**src/rtl/mem_copy_dma.sv**
```systemverilog
// rtl/mem_copy_dma.sv - block-copy engine driving one port of the shared data RAM
//
// Purpose: copies N words from a source base to a destination base.
// Each word takes one READ cycle, then one WRITE cycle. Completion is
// signalled by a one-cycle done pulse.
//
// Ports:
//   i_clk, i_rst       clock, synchronous active-high reset
//   i_start            copy request, sampled only while idle
//   i_src_addr         source base, latched on accepted start
//   i_dst_addr         destination base, latched on accepted start
//   i_length           word count, latched on accepted start
//                      saturates at 2^ADDR_W
//   o_busy             copy in progress (READ/WRITE)
//   o_done             one-cycle completion pulse
//   o_words_done       words written in the current or last copy
//   o_ram_read_en      RAM port read_en
//   o_ram_write_en     RAM port write_en
//   o_ram_addr         RAM port addr
//   o_ram_wdata        RAM port Data_in, always equal to i_ram_rdata
//   i_ram_rdata        RAM port Data_out
module mem_copy_dma #(
   parameter int ADDR_W = 9,
   parameter int DATA_W = 16
) (
   input  logic              i_clk,
   input  logic              i_rst,
   input  logic              i_start,
   input  logic [ADDR_W-1:0] i_src_addr,
   input  logic [ADDR_W-1:0] i_dst_addr,
   input  logic [ADDR_W:0]   i_length,
   output logic              o_busy,
   output logic              o_done,
   output logic [ADDR_W:0]   o_words_done,
   output logic              o_ram_read_en,
   output logic              o_ram_write_en,
   output logic [ADDR_W-1:0] o_ram_addr,
   output logic [DATA_W-1:0] o_ram_wdata,
   input  logic [DATA_W-1:0] i_ram_rdata
);

   typedef enum logic [1:0] {
      S_IDLE  = 2'd0,
      S_READ  = 2'd1,
      S_WRITE = 2'd2,
      S_DONE  = 2'd3
   } state_t;

   // Largest copy is the whole address space.
   localparam logic [ADDR_W:0] MAX_LEN = {1'b1, {ADDR_W{1'b0}}};

   state_t            r_state;
   state_t            w_next;
   logic [ADDR_W-1:0] r_src;
   logic [ADDR_W-1:0] r_dst;
   logic [ADDR_W:0]   r_len;
   logic [ADDR_W:0]   r_idx;
   logic [ADDR_W:0]   r_words_done;
   logic [ADDR_W:0]   w_len_sat;
   logic [ADDR_W:0]   w_idx_inc;

   assign w_len_sat    = (i_length > MAX_LEN) ? MAX_LEN : i_length;
   assign w_idx_inc    = r_idx + (ADDR_W+1)'(1);
   assign o_words_done = r_words_done;

   always_ff @(posedge i_clk) begin
      if (i_rst) begin
         r_state      <= S_IDLE;
         r_src        <= '0;
         r_dst        <= '0;
         r_len        <= '0;
         r_idx        <= '0;
         r_words_done <= '0;
      end else begin
         r_state <= w_next;
         case (r_state)
            S_IDLE: begin
               if (i_start) begin
                  r_src        <= i_src_addr;
                  r_dst        <= i_dst_addr;
                  r_len        <= w_len_sat;
                  r_idx        <= '0;
                  r_words_done <= '0;
               end
            end
            S_WRITE: begin
               r_idx        <= w_idx_inc;
               r_words_done <= r_words_done + (ADDR_W+1)'(1);
            end
            default: ;
         endcase
      end
   end

   always_comb begin
      w_next         = r_state;
      o_busy         = 1'b0;
      o_done         = 1'b0;
      o_ram_read_en  = 1'b0;
      o_ram_write_en = 1'b0;
      o_ram_addr     = '0;
      // In WRITE, read_en is low, so the RAM keeps its latched read address.
      // Data_out is therefore still the word fetched in the preceding READ.
      o_ram_wdata    = i_ram_rdata;
      case (r_state)
         S_IDLE: begin
            if (i_start) begin
               w_next = (w_len_sat == '0) ? S_DONE : S_READ;
            end
         end
         S_READ: begin
            o_busy        = 1'b1;
            o_ram_read_en = 1'b1;
            o_ram_addr    = r_src + r_idx[ADDR_W-1:0];
            w_next        = S_WRITE;
         end
         S_WRITE: begin
            o_busy         = 1'b1;
            o_ram_write_en = 1'b1;
            o_ram_addr     = r_dst + r_idx[ADDR_W-1:0];
            w_next         = (w_idx_inc == r_len) ? S_DONE : S_READ;
         end
         S_DONE: begin
            o_done = 1'b1;
            w_next = S_IDLE;
         end
         default: w_next = S_IDLE;
      endcase
   end

endmodule

```
**config.mk**
```make
export PLATFORM = sky130hd
export DESIGN_NAME = mem_copy_dma
export DESIGN_NICKNAME = d
export VERILOG_FILES = /design/src/rtl/mem_copy_dma.sv
export SDC_FILE = /design/constraint.sdc
export NUM_CORES = 1
export LEC_CHECK = 0
export BUFFER_PORTS_ARGS = -buffer_cell sky130_fd_sc_hd__buf_2
export CAP_MARGIN = 20
export CORE_MARGIN = 2
export CORE_UTILIZATION = 25
export CTS_CLUSTER_DIAMETER = 150
export DETAILED_ROUTE_END_ITERATION = 16
export GPL_ROUTABILITY_DRIVEN = 0
export MAX_ROUTING_LAYER = met4
export PLACE_DENSITY = 0.55
export SETUP_SLACK_MARGIN = 0.02
export SLEW_MARGIN = 25
export SYNTH_ARGS = -nofsm -noshare
export SYNTH_HDL_FRONTEND = slang
export SYNTH_SLANG_ARGS = --single-unit
```
**constraint.sdc**
```tcl
create_clock -name i_clk -period 7.95 [get_ports i_clk]
set_input_delay 2.385 -clock i_clk [delete_from_list [all_inputs] [get_ports i_clk]]
set_output_delay 2.385 -clock i_clk [all_outputs]
set_load 0.02 [all_outputs]
```
==> flow_summary.toml <==
[outcome]
outcome = "finished, final reports clean"

[worst_setup_path]
rr_worst_depth = 7
ff2ff_setup_slack_ns = 5.64
worst_ep_arrival_time_ns = 3.40
reg2reg_to = "o_words_done[9]"
worstPathMaxFanout = 26
required_ns = 5.57
start_kind = "flip-flop"
end_kind = "output port"
critPathKind = "flip-flop to output port"
crit-reg2reg-launch = "r_state[0]"

[drt]
drt_iter0_drc = 111
ant_nets = 0
firstDrtPassIters = 4
drt-vias-per-instance = 4.69
drt_wl_total_mm = 7.17
drc = 0
wl_per_cell_um = 13.4
vias = 2516

[min_path]
hp-start = "r_dst[6]"
hp-class = "flip-flop to flip-flop"
min_to = "r_dst[6]"
hold_depth = 2

[logic_synthesis]
synth_top_area_share_pct = 33.1
synth_nets = 429
synth_async_sr_flop_share_pct = 0
netlist_area_mm2 = 0.00303
syn_inst = 367
yosysWarnings = 0
synth.distinct_cells = 51
synth_area_per_cell_um2 = 8.25
synth_edf_count = 0
ys_seq_area_share_pct = 33.1
ys.flop_type = "dfxtp_1"
yosysTopAreaCell = "dfxtp_1"
synth.area.top_cells = "dfxtp_1 (33%), nand2_1 (7.7%), a21oi_1 (6.3%)"
synth_seq_cells = 50

[sta]
whs_ns = 0.452
worstMarginPinSlew_ns = 0.901
finalCritPeriodShare_pct = 72.7
setup_ws_ns = 2.17
fin_skew_ns = 0.00675
slew_headroom_pct = 39.9
hold_viol_final = 0
slew_viol_final = 0
fmax_ghz = 0.173
finalCriticalPeriod_ns = 5.78
finalSetupViolations = 0
grt_setup_unrepaired = "false"
fin_setup_tns_ns = 0

[clock_network]
clock_latency_ns = 0.29
cts-root-buf = "clkbuf_16"
postCtsSetupRepairBufs = 0
clkTransAtPathRegs_ns = 0.07
htreeDepth = 2
clock_sinks = 50
cts_tree = "built"
cts_buffer_depth = 2
hold_buffers = 0
cts_resized = 0
cts_buffers = 5

[finish]
utilization_pct = 28.8
final_nets = 451
fillers = 1286
diodes = 0
area_delta_synth_final_pct = 13.4
drive_gt1_share_pct = 22.6

[floorplan]
start_util_pct = 25.4
num_rows = 40
chipHeight_um = 114
core_region_area_mm2 = 0.0119
die-area_mm2 = 0.0130
ios = 86
die_w_um = 114

[place]
post-place-ws_ns = 2.48
port_buffers = 53
dp_hpwl_mm = 5.38

[global_routing]
grt_util_all_layers_pct = 11.4
grt_max_degree = 46
grt_pass1_vias = 2358
antenna_found_initial = 0
globalRouteOverflowTotal = 0
grt_pass1_wl_mm = 11.5

[pwr]
power_density_mw_per_mm2 = 239
p_leak_nw = 1.44
power.ir.vdd_worst_v = 0.0000849

[run]
drv_cap = 0
==> metrics by stage <==
step                cell area (µm²)  std cells  power (mW)
CTS                            3430        537       0.830
detailed placement             3250        529       0.577
global route                   3430        537       0.871
global placement               3250        529       0.573
finish                         3430        537       0.820
floorplan                      3030        367       0.516
==> critical path, stage by stage (launching register included) <==
cell	delay [ns]
dfxtp_1	0.33
inv_1	0.11
ha_1	0.15
buf_4	0.31
mux2_2	0.39
ha_1	0.21
fa_1	0.40
a21o_1	0.17
a21oi_1	0.26
o21ai_0	0.13
a31oi_1	0.26
mux2i_1	0.21
buf_2	0.18
==> how the worst max path moves through the flow <==
stage                     slack (ns)  cells past startpoint             to  startpoint
final                           2.17                     12  o_ram_addr[8]  r_state[0]
after CTS                       2.16                     12  o_ram_addr[8]  r_state[0]
after global placement          2.61                     12  o_ram_addr[8]  r_state[0]
after floorplan                 2.26                     12  o_ram_addr[8]  r_state[0]
after detailed placement        2.48                     12  o_ram_addr[8]  r_state[0]
after global routing            1.94                     12  o_ram_addr[8]  r_state[0]
==> flip-flops by register name (all words and copies together) (netlist names) <==
register and flops:
r_dst 9, o_words_done 10, r_idx 10, r_state 2, r_len 10, r_src 9
==> power breakdown <==
group	total [mW]	internal [mW]	switching, mW
sequential	0.298	0.277	0.0206
combinational	0.271	0.0927	0.179
clock	0.251	0.151	0.101
total	0.820	0.520	0.300
==> layout make-up <==
class                   instances  area, µm²  area share [%]
clock inverters                 3       48.8            1.42
repair buffers                 54        273            7.95
multi-input cells             272       1780            51.8
clock buffers                   5        125            3.65
flip-flops and latches         50       1000            29.2
inverters                       6       22.5           0.656
well taps                     147        184            5.36
==> Yosys cell counts (2+ instances only) <==
master,n
nand2_1,62
dfxtp_1,50
a21oi_1,38
nor2_1,29
buf_4,16
xnor2_1,16
ha_1,14
mux2_2,12
nand3b_1,10
clkbuf_1,9
o21ai_0,9
xor2_1,9
a22oi_1,8
buf_2,8
inv_1,6
mux2i_1,6
nand2b_1,5
nor3_1,5
buf_1,4
nand3_1,4
nand4_1,4
and2_1,3
or3_1,3
a21o_1,2
a32oi_1,2
and3_1,2
and4_4,2
buf_6,2
nand4_2,2
nor4_1,2
o21a_1,2
o21bai_1,2
==> cells by family after synthesis <==
family | share of synthesized area, %
fa+ha+maj | 6.45
mux | 6.82
flops | 33.1
simple gates | 23.6
buf+inv | 8.39
xor+xnor | 7.23
compound gates | 14.4
==> cell usage in the layout, fill, tap and decap left out, types with 2 or more instances in the layout <==
master | netlist | layout
nand3b_1 | 10 | 10
o21ai_0 | 9 | 8
nor4_1 | 2 | 2
nand2_2 | 1 | 2
o21a_1 | 2 | 2
xor2_1 | 9 | 9
and2_1 | 3 | 3
nand2b_1 | 5 | 5
and3_1 | 2 | 2
nor2_1 | 29 | 29
buf_2 | 8 | 53
nand3_1 | 4 | 4
or3_1 | 3 | 3
clkbuf_16 | 0 | 5
ha_1 | 14 | 14
nand4_2 | 2 | 2
a32oi_1 | 2 | 2
and4_4 | 2 | 2
dfxtp_1 | 50 | 50
o21bai_1 | 2 | 2
a21o_1 | 2 | 2
mux2i_1 | 6 | 6
nand2_1 | 62 | 61
nor3_1 | 5 | 5
xnor2_1 | 16 | 16
a21oi_1 | 38 | 38
inv_1 | 6 | 6
a22oi_1 | 8 | 8
nand4_1 | 4 | 4
mux2_2 | 12 | 12
==> metal layers <==
metal / global-route usage, % / vias up / wire, µm / share of wire, %
met2: 18.3 / 41 / 3340 / 47
met1: 15.0 / 1182 / 3500 / 49
met3: 1.97 / 8 / 266 / 3.7
met4: 3.09 / 0 / 63 / 0.88
li1: - / 1285 / - / -
met5: - / - / 0 / 0
Power figures use the tool's default switching activity.
